--- src/rtl/fd_pipe_skid.sv ---
// Fetch->decode pipeline register with valid/ready handshake, flush and bubble insertion.
// SKID=1 adds a second entry so in_ready is a flop with no combinational input.
module fd_pipe_skid #(
  parameter int unsigned          IR_W     = 32,
  parameter int unsigned          PC_W     = 32,
  parameter logic [IR_W-1:0]      NOP_INSN = '0,
  parameter bit                   SKID     = 1'b1
) (
  input  logic            clk,
  input  logic            clrn,
  input  logic            in_valid,
  output logic            in_ready,
  input  logic [IR_W-1:0] in_ir,
  input  logic [PC_W-1:0] in_pc,
  input  logic            flush,
  output logic            out_valid,
  input  logic            out_ready,
  output logic [IR_W-1:0] out_ir,
  output logic [PC_W-1:0] out_pc,
  output logic [1:0]      occupancy
);

  // state    | meaning
  // ST_EMPTY | nothing held, out_* carry the bubble
  // ST_ONE   | one beat, in the output register
  // ST_FULL  | two beats: oldest in output register, newest in skid (SKID=1 only)
  typedef enum logic [1:0] {
    ST_EMPTY = 2'd0,
    ST_ONE   = 2'd1,
    ST_FULL  = 2'd2
  } state_e;

  state_e          state_q, state_d;
  logic            out_valid_q, out_valid_d;
  logic [IR_W-1:0] out_ir_q, out_ir_d;
  logic [PC_W-1:0] out_pc_q, out_pc_d;
  logic [IR_W-1:0] skid_ir_q, skid_ir_d;
  logic [PC_W-1:0] skid_pc_q, skid_pc_d;
  logic            in_ready_q, in_ready_d;

  logic accept;
  logic issue;

  // Without a skid entry the stage can take a beat only if the held one leaves.
  assign in_ready  = SKID ? in_ready_q : (~out_valid_q | out_ready);
  assign accept    = in_valid & in_ready;
  assign issue     = out_valid_q & out_ready;

  assign out_valid = out_valid_q;
  assign out_ir    = out_ir_q;
  assign out_pc    = out_pc_q;
  assign occupancy = state_q;

  always_comb begin
    state_d     = state_q;
    out_valid_d = out_valid_q;
    out_ir_d    = out_ir_q;
    out_pc_d    = out_pc_q;
    skid_ir_d   = skid_ir_q;
    skid_pc_d   = skid_pc_q;

    if (flush) begin
      state_d     = ST_EMPTY;
      out_valid_d = 1'b0;
      out_ir_d    = NOP_INSN;
      out_pc_d    = '0;
    end else begin
      case (state_q)
        ST_EMPTY: begin
          if (accept) begin
            state_d     = ST_ONE;
            out_valid_d = 1'b1;
            out_ir_d    = in_ir;
            out_pc_d    = in_pc;
          end
        end
        ST_ONE: begin
          if (accept && issue) begin
            out_ir_d = in_ir;
            out_pc_d = in_pc;
          end else if (accept && SKID) begin
            state_d   = ST_FULL;
            skid_ir_d = in_ir;
            skid_pc_d = in_pc;
          end else if (issue) begin
            state_d     = ST_EMPTY;
            out_valid_d = 1'b0;
            out_ir_d    = NOP_INSN;
            out_pc_d    = '0;
          end
        end
        ST_FULL: begin
          if (issue) begin
            state_d  = ST_ONE;
            out_ir_d = skid_ir_q;
            out_pc_d = skid_pc_q;
          end
        end
        default: begin
          state_d     = ST_EMPTY;
          out_valid_d = 1'b0;
          out_ir_d    = NOP_INSN;
          out_pc_d    = '0;
        end
      endcase
    end

    in_ready_d = (state_d != ST_FULL);
  end

  always_ff @(posedge clk or negedge clrn) begin
    if (!clrn) begin
      state_q     <= ST_EMPTY;
      out_valid_q <= 1'b0;
      out_ir_q    <= NOP_INSN;
      out_pc_q    <= '0;
      skid_ir_q   <= '0;
      skid_pc_q   <= '0;
      in_ready_q  <= 1'b1;
    end else begin
      state_q     <= state_d;
      out_valid_q <= out_valid_d;
      out_ir_q    <= out_ir_d;
      out_pc_q    <= out_pc_d;
      skid_ir_q   <= skid_ir_d;
      skid_pc_q   <= skid_pc_d;
      in_ready_q  <= in_ready_d;
    end
  end

endmodule

--- config.mk ---
export PLATFORM = sky130hd
export DESIGN_NAME = fd_pipe_skid
export DESIGN_NICKNAME = d
export VERILOG_FILES = /design/src/rtl/fd_pipe_skid.sv
export SDC_FILE = /design/constraint.sdc
export NUM_CORES = 1
export LEC_CHECK = 0
export BUFFER_PORTS_ARGS = -buffer_cell sky130_fd_sc_hd__buf_2
export CORE_AREA = 2 2 177 136
export CTS_CLUSTER_SIZE = 12
export DETAILED_ROUTE_END_ITERATION = 8
export DIE_AREA = 0 0 179 138
export PLACE_DENSITY_LB_ADDON = 0.3
export SYNTH_ARGS = -nofsm -noshare
export SYNTH_HDL_FRONTEND = slang
export SYNTH_SLANG_ARGS = --single-unit
--- constraint.sdc ---
create_clock -name clk -period 4.57 [get_ports clk]
set_input_delay 0.914 -clock clk [delete_from_list [all_inputs] [get_ports clk]]
set_output_delay 0.914 -clock clk [all_outputs]
set_load 0.01 [all_outputs]
==> results of run 1 <==
-- registers in the layout (all words and copies together) (netlist names) --
name and flops:
occupancy 2, skid_ir_q 32, out_pc 32, in_ready 1, out_valid 1, out_ir 32, skid_pc_q 32
-- cell type report --
| cell class | instances | area (um^2) | share of cell area |
|---|---|---|---|
| Clock buffer | 25 | 485 | 0.0585 |
| Sequential cell | 132 | 3310 | 0.399 |
| Inverter | 4 | 15.0 | 0.00181 |
| Clock inverter | 5 | 100 | 0.0121 |
| Timing Repair Buffer | 148 | 790 | 0.0952 |
| Tap cell | 306 | 383 | 0.0462 |
| Antenna cell | 2 | 5.00 | 0.000604 |
| Multi-Input combinational cell | 406 | 3200 | 0.386 |
-- per-layer routing --
layer | vias up | track usage
met5 | - | 0
li1 | 2462 | -
met4 | 0 | 0.0556
met1 | 2629 | 0.248
met2 | 169 | 0.224
met3 | 19 | 0.0319
-- where the power goes --
| part | leakage, nW | internal, mW | switching [mW] |
|---|---|---|---|
| clock network | 0.287 | 0.894 | 0.509 |
| logic | 1.85 | 0.629 | 0.513 |
| registers | 1.68 | 1.52 | 0.219 |
-- placed cells by master (no fill, tap or decap), types with 2 or more instances in the layout --
cell / n
a22oi_1: 65
buf_2: 135
buf_4: 11
bufinv_16: 3
clkbuf_1: 5
clkbuf_16: 17
clkbuf_8: 3
clkinv_2: 2
dfrtp_1: 128
dfrtp_2: 2
diode_2: 2
inv_1: 4
mux2_2: 4
mux2_4: 60
mux2i_1: 64
nand2_1: 2
nand3_1: 65
nor2_1: 67
nor2b_1: 2
o22ai_1: 65
-- path summary, 6_finish.rpt --
check                                          from  cells after the start                   endpoint
max                          occupancy[1]$_DFF_PN0_                      6     out_ir[20]$_DFFE_PN0P_
min                        skid_ir_q[6]$_DFFE_PN0P_                      1   skid_ir_q[6]$_DFFE_PN0P_
max reg2reg                  occupancy[1]$_DFF_PN0_                      6     out_ir[20]$_DFFE_PN0P_
min reg2reg                skid_ir_q[6]$_DFFE_PN0P_                      1   skid_ir_q[6]$_DFFE_PN0P_
max in group asynchronous                      clrn                      2   skid_ir_q[4]$_DFFE_PN0P_
min in group asynchronous                      clrn                      1  skid_pc_q[21]$_DFFE_PN0P_
-- critical path: cells and delay by family (launching register included) --
kind	cells	cell delay, ps
AOI/OAI and AO/OA	2	880
buffers and inverters	2	1020
DFF	1	760
and+or+nand+nor	2	380
-- per-stage QoR --
stage                util  hold WS (ps)  worst slack [ps]  area (um^2)  total power, mW
global placement    0.331           489              1210         7700             2.88
floorplan               -           479              2310         6810             2.56
CTS                 0.357           506              1340         8290             4.33
detailed placement  0.331           493              1210         7700             2.90
finish              0.357           505              1320         8290             4.29
global route        0.357           518              1170         8290             4.52
-- cell families (layout without fill, tap and decap cells) --
logic type,Yosys count,count (layout),share of synthesized area
AOI/OAI and AO/OA,135,135,0.137
DFF,132,132,0.485
and+or+nand+nor,142,142,0.0955
buffers and inverters,70,182,0.0478
other,0,2,0
xor gates and xnor gates,1,1,0.00129
muxes,128,128,0.233
==> impl_metrics.py, run 1 <==
metrics = {
    "route": {
        "met3WireLength_um": 1150,
        "wirelength_um": 19600,
        "wl_met1_um": 9580,
        "antenna_left": 0,
        "vias_per_cell": 5.14,
        "post_drt_wl_per_cell_um": 19.0,
        "dr_total_vias": 5279,
        "met2_length_um": 8550,
        "drt_first_iter_violations": 401,
        "drtPass1Iterations": 5,
        "top_layer": "met4",
        "drc": 0,
    },
    "worst_setup_path": {
        "cp-end-kind": "register",
        "cp-start-kind": "register",
        "crit_chain": "nand3b_4, buf_4, a32o_2, buf_4, a22oi_1, nor2_1",
        "crit_path_frequent_cell": "buf_4",
        "slowest_delay_ps": 760,
        "crit_type": "register to register",
        "ff2ff_setup_slack_ps": 1320,
        "slowest_stage": "dfrtp_4",
        "critPathRequiredTime_ps": 4920,
        "path_max_fanout": 66,
        "arrival_ps": 3600,
    },
    "timing": {
        "fin_tns_setup_ps": 0,
        "finalHoldViolCount": 0,
        "finalSetupViolCount": 0,
        "tightest_slew_ps": 1150,
        "min_period_ps": 3250,
        "relSlewSlack": 0.233,
        "fin_skew_ps": 11.5,
        "max_freq_mhz": 308,
        "drv_slew": 0,
        "rsz0062_at_grt": "false",
        "post-route-period-util": 0.711,
    },
    "placement": {
        "place.gp.congestion": 0.705,
        "dp_hpwl_um": 11600,
        "portBuffers": 136,
        "dp.cells": 996,
    },
    "logic_synthesis": {
        "synth_ff_type": "dfrtp_1",
        "synth_cell_type_count": 28,
        "synth_enable_flop_cells": 0,
        "synth_seq_cells": 132,
        "avgSynthCellArea_um2": 11.2,
        "yosysSeqAreaShare": 0.485,
        "synth_area_um2": 6810,
        "syn_nets": 677,
        "yosysMostFrequentCell": "dfrtp_1",
        "synthTopCellsByArea": "dfrtp_1 48%, mux2_4 13%, mux2i_1 9.4%",
        "yosysWarnings": 0,
        "synthCells": 608,
        "synth_common_cells": "131 x dfrtp_1, 67 x nor2_1, 65 x a22oi_1, 65 x nand3_1, 65 x o22ai_1",
        "yosysTopAreaCell": "dfrtp_1",
        "synth_top_area_share": 0.481,
        "ys_async_sr_fraction": 1.00,
    },
    "global_routing": {
        "grt_first_pass_wirelength_um": 30700,
        "first_global_vias": 5172,
        "grt_antenna_before_repair": 2,
        "grt_use_total": 0.162,
        "grt_max_degree": 86,
        "gr-total-overflow": 0,
    },
    "cells_and_area": {
        "syn2layout_area_growth_pct": 21.8,
        "fillCellCount": 2319,
        "final_cells": 1028,
        "drive_above_1_share": 0.340,
        "nets": 778,
    },
    "run_status": {
        "outcome": "finished, final reports clean",
    },
    "clock_network": {
        "clkTransAtPathRegs_ps": 60,
        "numCtsBuffers": 17,
        "htree_levels": 4,
        "cts_tree": "yes",
        "clockBufferDepth": 2,
        "insertion_delay_ps": 420,
        "ctsRootBufferMaster": "clkbuf_16",
        "clkSinkCount": 132,
        "ctsResizeCount": 0,
        "holdBufCountCts": 0,
        "cts_setup_buffers": 0,
    },
    "power": {
        "leakage_nw": 3.82,
        "p_per_area_nw_per_um2": 517,
        "ir_drop_mv": 0.270,
    },
    "die": {
        "core_area_um2": 23200,
        "ios": 137,
        "dieArea_um2": 24700,
        "chipWidth_um": 179,
        "die_h_um": 138,
        "rows": 49,
        "initial_core_util": 0.293,
    },
    "flow_run": {
        "maxCapViolCount": 0,
    },
    "hold_path": {
        "hold_path.class": "register to register",
    },
}
Power figures use the tool's default switching activity.
==> inputs of run 2 (changes only) <==
- ABC_AREA: default -> 1
- CORE_AREA: 2 2 177 136 -> 2 2 174 134
- DIE_AREA: 0 0 179 138 -> 0 0 176 136
- clock period: 4.57 -> 2.7 ns (I/O delays scaled with it)
==> run 2 against run 1 <==
Effect of this change:
- maximum frequency up 63%
- critical endpoint is now out_valid$_DFFE_PN0P_
- combinational power up 84%
- register-to-register slack worse by 610 ps
- highest routed layer is now met5
- flip-flop and latch count unchanged
- non-clock buffer count up 7
- cell area down 2.4%
- largest power group unchanged
- via count up 17%
- sequential share of layout area up 0.90 points
- sequential power up 79%
==> impl_metrics.py, run 2 <==
metrics = {
    "run_status": {
        "outcome": "finished, final reports clean",
    },
    "clock_network": {
        "insertion_delay_ps": 420,
        "cts_setup_buffers": 0,
        "ctsResizeCount": 0,
        "cts_tree": "yes",
        "numCtsBuffers": 17,
        "htree_levels": 4,
        "holdBufCountCts": 0,
        "clkSinkCount": 132,
        "clockBufferDepth": 2,
        "clkTransAtPathRegs_ps": 60,
        "ctsRootBufferMaster": "clkbuf_16",
    },
    "cells_and_area": {
        "nets": 1052,
        "mostFrequentLayoutCell": "nand2_1",
        "fillCellCount": 2375,
        "drive_above_1_share": 0.199,
        "antennaDiodeCount": 0,
        "final_cells": 1295,
        "utilization": 0.361,
        "final_cell_mix": "391 x nand2_1, 257 x nand3_1, 135 x buf_2",
        "fin_area_um2": 8090,
        "syn2layout_area_growth_pct": 23.5,
    },
    "logic_synthesis": {
        "yosysWarnings": 0,
        "yosysMostFrequentCell": "nand2_1",
        "synthCells": 875,
        "synth_seq_cells": 132,
        "synth_area_um2": 6560,
        "yosysSeqAreaShare": 0.504,
        "yosysTopAreaCell": "dfrtp_1",
        "synth_ff_type": "dfrtp_1",
        "synth_common_cells": "392 x nand2_1, 257 x nand3_1, 131 x dfrtp_1",
        "synth_cell_type_count": 20,
        "ys_async_sr_fraction": 1.00,
        "synthTopCellsByArea": "dfrtp_1 50%, nand2_1 22%, nand3_1 20%",
        "syn_nets": 944,
        "synth_top_area_share": 0.500,
        "avgSynthCellArea_um2": 7.49,
        "synth_enable_flop_cells": 0,
    },
    "worst_setup_path": {
        "crit_path_frequent_cell": "nand2_1",
        "slowest_delay_ps": 580,
        "regToRegEndpoint": "out_valid$_DFFE_PN0P_",
        "cp-end-kind": "register",
        "path_max_fanout": 65,
        "cp-start-kind": "register",
        "arrival_ps": 2350,
        "r2r_cells": 7,
        "rr_startpoint": "in_ready$_DFF_PN1_",
        "crit_family": "buffers and inverters",
        "ff2ff_setup_slack_ps": 710,
        "crit_type": "register to register",
        "crit_chain": "nand2_1, nor2_4, buf_4, nor2_1, o21ai_0, nand2_1, nand2_1",
        "critPathBufInv": 1,
        "slowest_stage": "buf_4",
        "critPathRequiredTime_ps": 3050,
    },
    "global_routing": {
        "first_global_vias": 5919,
        "grt_first_pass_wirelength_um": 32300,
        "grt_use_total": 0.172,
        "gr-total-overflow": 0,
        "grt_antenna_before_repair": 3,
        "grt_max_degree": 67,
    },
    "power": {
        "p_per_area_nw_per_um2": 938,
        "seqPwrFrac": 0.409,
        "power_switching_mw": 2.66,
        "ir_drop_mv": 0.355,
        "clockPowerShare": 0.314,
        "power_frac_comb": 0.276,
        "switching_share": 0.350,
        "leakage_nw": 4.40,
        "p_int_mw": 4.94,
        "fin_total_pwr_mw": 7.59,
    },
    "placement": {
        "place.gp.congestion": 0.778,
        "dp_hpwl_um": 11600,
        "place_area_um2": 7500,
        "portBuffers": 136,
        "dp.cells": 1264,
        "preCtsSetupSlack_ps": 626,
    },
    "route": {
        "drt_first_iter_violations": 491,
        "wirelength_um": 19800,
        "drtPass1Iterations": 7,
        "dr_total_vias": 6174,
        "drc": 0,
        "vias_per_cell": 4.77,
        "post_drt_wl_per_cell_um": 15.3,
        "antenna_left": 0,
    },
    "timing": {
        "max_freq_mhz": 502,
        "rsz0062_at_grt": "false",
        "min_period_ps": 1990,
        "post-route-period-util": 0.738,
        "fin_ws_ps": 709,
        "finalSetupViolCount": 0,
        "finalHoldViolCount": 0,
        "fin_tns_setup_ps": 0,
        "hold_ws_ps": 72.2,
        "relSlewSlack": 0.474,
        "drv_slew": 0,
        "tightest_slew_ps": 788,
        "fin_skew_ps": 8.30,
    },
    "die": {
        "chipWidth_um": 176,
        "die_h_um": 136,
        "initial_core_util": 0.293,
        "rows": 48,
        "core_area_um2": 22400,
        "dieArea_um2": 23900,
        "ios": 137,
    },
    "flow_run": {
        "maxCapViolCount": 0,
    },
    "hold_path": {
        "hold_path.class": "input port to asynchronous set/reset pin",
    },
}
## run 2: cell count changes after synthesis, moves of 63 or more
| cell | previous run | this run |
|---|---|---|
| mux2i_1 | 64 | 0 |
| nor2_1 | 67 | 4 |
| a22oi_1 | 65 | 0 |
| o22ai_1 | 65 | 0 |
| nand2_1 | 2 | 392 |
| nand3_1 | 65 | 257 |
## run 2: power by group through the flow
stage               Combinational, mW  Clock, mW  Sequential (mW)
floorplan                        1.29          0             3.16
global placement                 2.10          0             3.12
detailed placement               2.13          0             3.12
CTS                              2.14       2.43             3.10
global route                     2.40       2.52             3.20
finish                           2.10       2.39             3.11
## run 2: area by class of cell
cell class	count	area, um^2	share of cell area
clock inverters	9	129	0.0159
multi-input cells	668	2900	0.358
clock buffers	22	464	0.0574
flip-flops and latches	132	3300	0.408
inverters	9	33.8	0.00417
repair buffers	155	892	0.110
well taps	300	375	0.0464
## run 2: cell families after synthesis
kind of cell | count (synthesis) | synth area share
AOI/OAI and AO/OA | 7 | 0.00630
DFF | 132 | 0.504
and+or+nand+nor | 661 | 0.433
buffers and inverters | 75 | 0.0569
## run 2: how the worst max path moves through the flow
stage	endpoint	from	slack, ps	depth (start not counted)
floorplan	out_pc[15]$_DFFE_PN0P_	out_ready	1180	7
global placement	out_valid$_DFFE_PN0P_	in_valid	630	8
detailed placement	out_valid$_DFFE_PN0P_	in_valid	630	8
CTS	out_valid$_DFFE_PN0P_	in_ready$_DFF_PN1_	740	7
global route	out_valid$_DFFE_PN0P_	in_ready$_DFF_PN1_	560	7
finish	out_valid$_DFFE_PN0P_	in_ready$_DFF_PN1_	710	7
## run 2: worst reg2reg max path, stage by stage, from the launching register on
cell and delay [ps]:
dfstp_2 520, nand2_1 150, nor2_4 180, buf_4 580, nor2_1 200, o21ai_0 170, nand2_1 70, nand2_1 50
## run 2: layer usage
layer | part of all wire | vias up | global-route usage
li1 | - | 3060 | -
met1 | 0.48 | 2897 | 0.235
met2 | 0.44 | 197 | 0.273
met3 | 0.068 | 16 | 0.0422
met4 | 0.0093 | 4 | 0.0455
met5 | 0.00071 | - | 0
==> inputs of run 3 (changes only) <==
- clock period: 2.7 -> 1.69 ns (I/O delays scaled with it)
==> run 3 against run 2 <==
Effect of this change:
- maximum frequency is 26% higher
- power is 62% higher
- setup slack worse by 590 ps
- flip-flop and latch count stayed put
- register-to-register slack worse by 590 ps
- worst hold slack better by 110 ps
- combinational power is 69% higher
- largest power group unchanged
==> impl_metrics.py, run 3 (synthesis results as in run 2) <==
metrics = {
    "route": {
        "drc": 0,
        "antenna_left": 0,
        "vias_per_cell": 4.81,
        "drt_first_iter_violations": 473,
        "post_drt_wl_per_cell_um": 15.6,
        "dr_total_vias": 6289,
        "drtPass1Iterations": 5,
        "wirelength_um": 20400,
    },
    "placement": {
        "place.gp.congestion": 0.740,
        "preCtsSetupSlack_ps": 20.2,
        "dp_hpwl_um": 12600,
        "portBuffers": 136,
        "place_area_um2": 7660,
    },
    "die": {
        "initial_core_util": 0.293,
        "die_h_um": 136,
        "chipWidth_um": 176,
        "dieArea_um2": 23900,
        "ios": 137,
        "core_area_um2": 22400,
        "rows": 48,
    },
    "timing": {
        "finalSetupViolCount": 0,
        "drv_slew": 0,
        "fin_ws_ps": 115,
        "rsz0062_at_grt": "false",
        "max_freq_mhz": 635,
        "tightest_slew_ps": 537,
        "fin_skew_ps": 10.2,
        "min_period_ps": 1570,
        "finalHoldViolCount": 0,
        "post-route-period-util": 0.932,
        "relSlewSlack": 0.642,
        "fin_tns_setup_ps": 0,
    },
    "worst_setup_path": {
        "arrival_ps": 1870,
        "setup.worst_path.start": "occupancy[1]$_DFF_PN0_",
        "path_max_fanout": 19,
        "cp-end-kind": "register",
        "cp-start-kind": "register",
        "crit_type": "register to register",
        "rr_startpoint": "occupancy[1]$_DFF_PN0_",
        "critPathRequiredTime_ps": 1980,
        "ff2ff_setup_slack_ps": 120,
        "r2r_cells": 7,
    },
    "power": {
        "p_per_area_nw_per_um2": 1490,
        "leakage_nw": 4.49,
        "ir_drop_mv": 0.616,
    },
    "global_routing": {
        "gr-total-overflow": 0,
        "first_global_vias": 5862,
        "grt_antenna_before_repair": 2,
        "grt_use_total": 0.175,
        "grt_first_pass_wirelength_um": 32800,
        "grt_max_degree": 65,
    },
    "cells_and_area": {
        "fillCellCount": 2351,
        "nets": 1062,
        "syn2layout_area_growth_pct": 26.6,
        "final_cell_mix": "390 x nand2_1, 256 x nand3_1, 135 x buf_2",
        "fin_area_um2": 8300,
        "drive_above_1_share": 0.213,
        "mostFrequentLayoutCell": "nand2_1",
    },
    "hold_path": {
        "min_path_cells": 3,
        "hold_path.class": "input port to register",
        "min_from": "in_pc[10]",
    },
    "clock_network": {
        "clockBufferDepth": 2,
        "cts_tree": "yes",
        "ctsRootBufferMaster": "clkbuf_16",
        "clkTransAtPathRegs_ps": 60,
        "htree_levels": 4,
        "numCtsBuffers": 17,
        "insertion_delay_ps": 420,
        "clkSinkCount": 132,
    },
    "flow_run": {
        "maxCapViolCount": 0,
    },
    "run_status": {
        "outcome": "finished, final reports clean",
    },
}
-- run 3: cell types whose count changed in the layout (fill, tap and decap cells not counted), moves of 2 or more --
cell and delta:
buf_12 +7, clkbuf_1 -2, clkinv_4 +3, diode_2 +2, buf_6 +2
-- run 3: critical path, cell delays in order (launching register included) --
cell and delay (ps):
dfrtp_1 450, inv_2 100, nand2_2 100, a21oi_1 380, nor2_8 100, buf_12 170, nand3_1 80, nand2_1 60
-- run 3: stage by stage --
| stage | hold WS (ps) | instances | total power, mW | utilization |
|---|---|---|---|---|
| after global placement | 277 | 1273 | 8.51 | 0.342 |
| final | 182 | 1308 | 12.3 | 0.371 |
| after global routing | 169 | 1307 | 13.2 | 0.370 |
| after CTS | 158 | 1306 | 12.5 | 0.370 |
| after floorplan | 42.4 | 875 | 7.11 | - |
| after detailed placement | 278 | 1273 | 8.58 | 0.342 |
-- run 3: final timing paths --
| path | end |
|---|---|
| setup / recovery | out_ir[21]$_DFFE_PN0P_ |
| hold / removal | skid_pc_q[10]$_DFFE_PN0P_ |
| setup reg to reg | out_ir[21]$_DFFE_PN0P_ |
| hold reg to reg | out_ir[24]$_DFFE_PN0P_ |
| max in group asynchronous | in_ready$_DFF_PN1_ |
| min in group asynchronous | out_pc[18]$_DFFE_PN0P_ |
-- run 3: per-layer routing --
| metal | vias to the layer above | track usage | routed length [um] |
|---|---|---|---|
| met1 | 2963 | 0.246 | 9710 |
| li1 | 3084 | - | - |
| met3 | 20 | 0.0498 | 1520 |
| met5 | - | 0 | 13 |
| met2 | 220 | 0.260 | 8970 |
| met4 | 2 | 0.0523 | 224 |
-- run 3: repair_timing --
item / CTS / global route
gates resized for setup: 1 / 5
hold buffers: 1 / 0
buffers inserted: 0 / 0
gates cloned: 0 / 0
pin swaps: 0 / 0
endpoints found under the setup margin: 1 / 92
hold endpoints to repair: 33 / 0
-- run 3: where the power goes --
group | internal [mW] | total (mW) | switching [mW] | leakage (nW)
sequential | 4.32 | 4.97 | 0.645 | 1.70
clock | 2.40 | 3.83 | 1.43 | 0.296
combinational | 1.31 | 3.54 | 2.23 | 2.50
-- run 3: area by class of cell --
cell class,instances,area [um^2],share of cell area
Timing Repair Buffer,165,1060,0.128
Clock inverter,12,155,0.0187
Clock buffer,20,457,0.0550
Antenna cell,2,5.00,0.000603
Inverter,9,33.8,0.00407
Multi-Input combinational cell,668,2910,0.350
Tap cell,300,375,0.0452
Sequential cell,132,3310,0.398
